`src/rtl/arbiter_pkg.sv`:
```
// Shared helpers for the bus arbiter: index width and the one-hot check used by
// the optional simulation checks.
package arbiter_pkg;

  function automatic int unsigned idx_width(input int unsigned n);
    return (n > 1) ? $clog2(n) : 1;
  endfunction

  function automatic logic onehot_or_zero(input logic [63:0] vec);
    return (vec & (vec - 64'd1)) == 64'd0;
  endfunction

endpackage

```
`src/rtl/arbiter_prio_sel.sv`:
```
// Combinational masked priority selector: first set request at or after the
// start index (wrapping) wins.
module arbiter_prio_sel
  import arbiter_pkg::*;
#(
  parameter int unsigned NumOfRequesters = 4,
  parameter int unsigned IdxW            = idx_width(NumOfRequesters)
) (
  input  logic [NumOfRequesters-1:0] req,
  input  logic [IdxW-1:0]            start,
  output logic [NumOfRequesters-1:0] winner,
  output logic [IdxW-1:0]            winner_idx
);

  always_comb begin
    logic            found;
    int unsigned     cand;
    logic [IdxW-1:0] sel;
    winner     = '0;
    winner_idx = '0;
    found      = 1'b0;
    cand       = 0;
    sel        = '0;
    for (int unsigned off = 0; off < NumOfRequesters; off++) begin
      cand = 32'(start) + off;
      if (cand >= NumOfRequesters) cand = cand - NumOfRequesters;
      sel = IdxW'(cand);
      if (!found && req[sel]) begin
        found       = 1'b1;
        winner[sel] = 1'b1;
        winner_idx  = sel;
      end
    end
  end

endmodule

```
`src/rtl/bus_arbiter.sv`:
```
// Non-preemptive N-way bus arbiter, fixed priority or round-robin.
// Define ARBITER_ASSERT_EN to compile in simulation-only consistency checks.
module bus_arbiter
  import arbiter_pkg::*;
#(
  parameter int unsigned NumOfRequesters = 4,
  parameter int unsigned RoundRobin      = 0
) (
  input  logic                       CLK,
  input  logic                       RST_N,
  input  logic [NumOfRequesters-1:0] REQ,
  output logic [NumOfRequesters-1:0] ACCESS
);

  localparam int unsigned IdxW = idx_width(NumOfRequesters);

  logic [NumOfRequesters-1:0] access_d;
  logic [NumOfRequesters-1:0] winner;
  logic [IdxW-1:0]            start;
  logic [IdxW-1:0]            winner_idx;
  logic                       held;
  logic                       regrant;

  // A released owner has REQ low, so it drops out of the candidates by itself.
  assign held    = |(ACCESS & REQ);
  assign regrant = !held && |REQ;

  arbiter_prio_sel #(
    .NumOfRequesters(NumOfRequesters),
    .IdxW           (IdxW)
  ) u_prio_sel (
    .req       (REQ),
    .start     (start),
    .winner    (winner),
    .winner_idx(winner_idx)
  );

  always_comb begin
    access_d = winner;
    if (held) access_d = ACCESS;
  end

  always_ff @(posedge CLK) begin
    if (!RST_N) ACCESS <= '0;
    else        ACCESS <= access_d;
  end

  if (RoundRobin != 0) begin : g_rr
    logic [IdxW-1:0] last_q;

    always_ff @(posedge CLK) begin
      if (!RST_N)       last_q <= IdxW'(NumOfRequesters - 1);
      else if (regrant) last_q <= winner_idx;
    end

    assign start = (last_q == IdxW'(NumOfRequesters - 1)) ? '0 : last_q + 1'b1;
  end else begin : g_fixed
    logic unused_rr;
    assign start     = '0;
    assign unused_rr = ^{winner_idx, regrant};
  end

`ifdef ARBITER_ASSERT_EN
  logic [NumOfRequesters-1:0] req_smp;
  logic [NumOfRequesters-1:0] access_prev;
  logic                       held_smp;

  always_ff @(posedge CLK) begin
    req_smp     <= REQ;
    access_prev <= ACCESS;
    held_smp    <= RST_N && |(ACCESS & REQ);
  end

  always @(negedge CLK) begin
    if (!onehot_or_zero(64'(ACCESS))) $error("ACCESS not one-hot: %b", ACCESS);
    if ((ACCESS & ~req_smp) != '0) $error("ACCESS %b without REQ %b", ACCESS, req_smp);
    if (RoundRobin != 0 && held_smp && ACCESS != access_prev)
      $error("owner switched while held: %b -> %b", access_prev, ACCESS);
  end
`endif

endmodule

```
`config.mk`:
```
export PLATFORM = sky130hd
export DESIGN_NAME = bus_arbiter
export DESIGN_NICKNAME = d
export VERILOG_FILES = /design/src/rtl/arbiter_pkg.sv /design/src/rtl/arbiter_prio_sel.sv /design/src/rtl/bus_arbiter.sv
export SDC_FILE = /design/constraint.sdc
export NUM_CORES = 1
export LEC_CHECK = 0
export BUFFER_PORTS_ARGS = -buffer_cell sky130_fd_sc_hd__buf_2
export CAP_MARGIN = 15
export CORE_AREA = 2 2 39 41
export DETAILED_ROUTE_END_ITERATION = 6
export DIE_AREA = 0 0 41 43
export PLACE_DENSITY = 0.31
export SETUP_SLACK_MARGIN = 0.3
export SYNTH_ARGS = -nofsm -noshare
export SYNTH_HDL_FRONTEND = slang
export SYNTH_SLANG_ARGS = --single-unit
```
`constraint.sdc`:
```
create_clock -name CLK -period 2.5 [get_ports CLK]
set_clock_uncertainty 0.1 [all_clocks]
set_input_delay 0.125 -clock CLK [delete_from_list [all_inputs] [get_ports CLK]]
set_output_delay 0.125 -clock CLK [all_outputs]
set_load 0.01 [all_outputs]
```
==> impl_metrics.yaml <==
status:
  status: "completed"
drt:
  drtAntennaViolNets: 0
  wirelength_um: 500
  drt_iter0_drc: 1
  drt-vias-per-instance: 4.17
  post_drt_wl_per_cell_um: 10.4
  num_vias: 200
  route.detailed.drc: 0
  first_pass_iters: 3
timing:
  finalSetupTns_ns: 0
  tightest_slew_ns: 0.346
  relSlewSlack_pct: 77.0
  finalCriticalPeriod_ns: 1.28
  whs_ns: 0.0941
  max_freq_mhz: 779
  setup_violations: 0
  rsz0062_at_grt: "no"
  finalCritPeriodShare_pct: 51.4
  report.final.slew_viol_count: 0
  hold_viol: 0
cells_and_area:
  top_register: "ACCESS"
  largest_register_ffs: 4
  area_growth_pct: 41.1
  num-fill-cells: 159
  antenna_cells: 0
  mostFrequentLayoutCells: "buf_2 (9), nand2_1 (7), dfxtp_1 (4), mux2i_1 (3), clkbuf_4 (3)"
  multi_input_area_um2: 120
  final_cell_area_um2: 288
  seq_area_um2: 80.1
  top_regs: "ACCESS: 4 flops"
  nets: 40
  final_common_cell: "buf_2"
  layout-drive-gt1-share_pct: 40.6
clocking:
  cts_buffers: 3
  cts_tree: "done"
  cts_hold_buf: 0
  cts_resized: 0
  cts_setup_buffers: 0
  cts_htree_levels: 1
  cts_buffer_depth: 2
  clk_latency_ns: 0.23
  clkTransAtPathRegs_ns: 0.04
  cts.sinks: 4
  cts-root-buf: "clkbuf_4"
floorplan:
  start_util_pct: 14.7
  die_w_um: 41
  fp.dieArea_um2: 1760
  io_pins: 10
  die_y_um: 43
  fp.coreArea_um2: 1380
  std_cell_rows: 14
grt:
  grt_max_degree: 9
  grt_first_pass_wirelength_um: 834
  overflow: 0
  grt.total_usage_pct: 8.04
  antenna_found_initial: 0
  grt_pass1_vias: 195
flow_run:
  maxCapViolCount: 0
setup_path:
  crit_arrival_ns: 1.34
  start_kind: "flop"
  worstPathMaxFanout: 3
  endpoint_kind: "flop"
  worstPathRequired_ns: 2.56
  critical_path_class: "reg -> reg"
logic_synthesis:
  syn-num-nets: 27
  ys_seq_area_share_pct: 39.3
  ys_seq_elements: 4
  yosys_warnings: 0
  syn-cell-area_um2: 204
  synth.distinct_cells: 10
  netlist_instances: 21
  avgSynthCellArea_um2: 9.71
pwr:
  internal_power_uw: 134
  swShare_pct: 24.2
  vdd_drop_max_mv: 0.234
  sequentialPowerShare_pct: 40.0
  power_switching_uw: 42.8
  pwr-share-clk_pct: 45.3
  p_leak_uw: 0.000133
  power_uw: 177
  pwr_density_cell_nw_per_um2: 614
  combPwrFrac_pct: 14.7
placement:
  gp_congestion: 0.676
  portBuffers: 9
  place_area_um2: 265
  place_hpwl_um: 385
min_path:
  hp-class: "in -> reg"
[power groups by stage]
stage / sequential [uW] / combinational [uW] / clock, uW
CTS: 70.8 / 26.5 / 85.5
global route: 71.2 / 28.6 / 94.1
finish: 70.6 / 25.9 / 80.1
detailed placement: 71.8 / 26.4 / 0
global placement: 71.8 / 26.1 / 0
floorplan: 73.0 / 13.3 / 0
[synth_stat cells]
cell      n  area share, %
nand2_1   7             13
a221oi_4  1             13
nand3b_1  1            3.7
dfxtp_1   4             39
o21ai_0   1            2.5
or4_1     1            3.7
nor4b_1   1            4.3
mux2i_1   3             15
a22o_1    1            4.3
clkbuf_1  1            1.8
[cells by family (layout without fill, tap and decap cells)]
logic type | Yosys count | after routing | share of synthesized area [%]
and+or+nand+nor | 10 | 10 | 24.5
DFF | 4 | 4 | 39.3
AOI/OAI and AO/OA | 3 | 3 | 19.6
muxes | 3 | 3 | 14.7
buffers and inverters | 1 | 12 | 1.84
[metal layers]
layer / global-route usage, % / part of all wire (%) / vias to the layer above
met4: 4.00 / 0 / 0
met5: 0 / 0 / -
met1: 7.42 / 41 / 92
met3: 9.42 / 11 / 0
met2: 10.3 / 48 / 8
li1: - / - / 100
[cell type report]
class / instances / share of cell area, %
Tap cell: 16 / 6.96
Clock buffer: 3 / 7.83
Timing Repair Buffer: 9 / 15.7
Multi-Input combinational cell: 16 / 41.7
Sequential cell: 4 / 27.8
[critical path, stage by stage (launching register included)]
cell and delay [ns]:
dfxtp_1 0.31, a22o_1 0.25, or4_1 0.46, o21ai_0 0.08
[per-stage QoR]
stage / setup WS [ns] / util, % / instances
2_1_floorplan: 1.24 / - / 21
3_3_place_gp: 1.25 / 19.2 / 45
3_5_place_dp: 1.22 / 19.2 / 45
4_1_cts: 1.21 / 20.8 / 48
5_1_grt: 1.15 / 20.8 / 48
6_report: 1.22 / 20.8 / 48
[final timing paths]
path                   from   endpoint  slack, ns  depth (start not counted)
setup / recovery  ACCESS[2]  ACCESS[2]       1.22                          3
hold / removal       REQ[0]  ACCESS[0]       0.09                          3
setup reg to reg  ACCESS[2]  ACCESS[2]       1.22                          3
hold reg to reg   ACCESS[3]  ACCESS[3]       0.37                          2
Note: power is estimated with default switching activity, not from simulation.
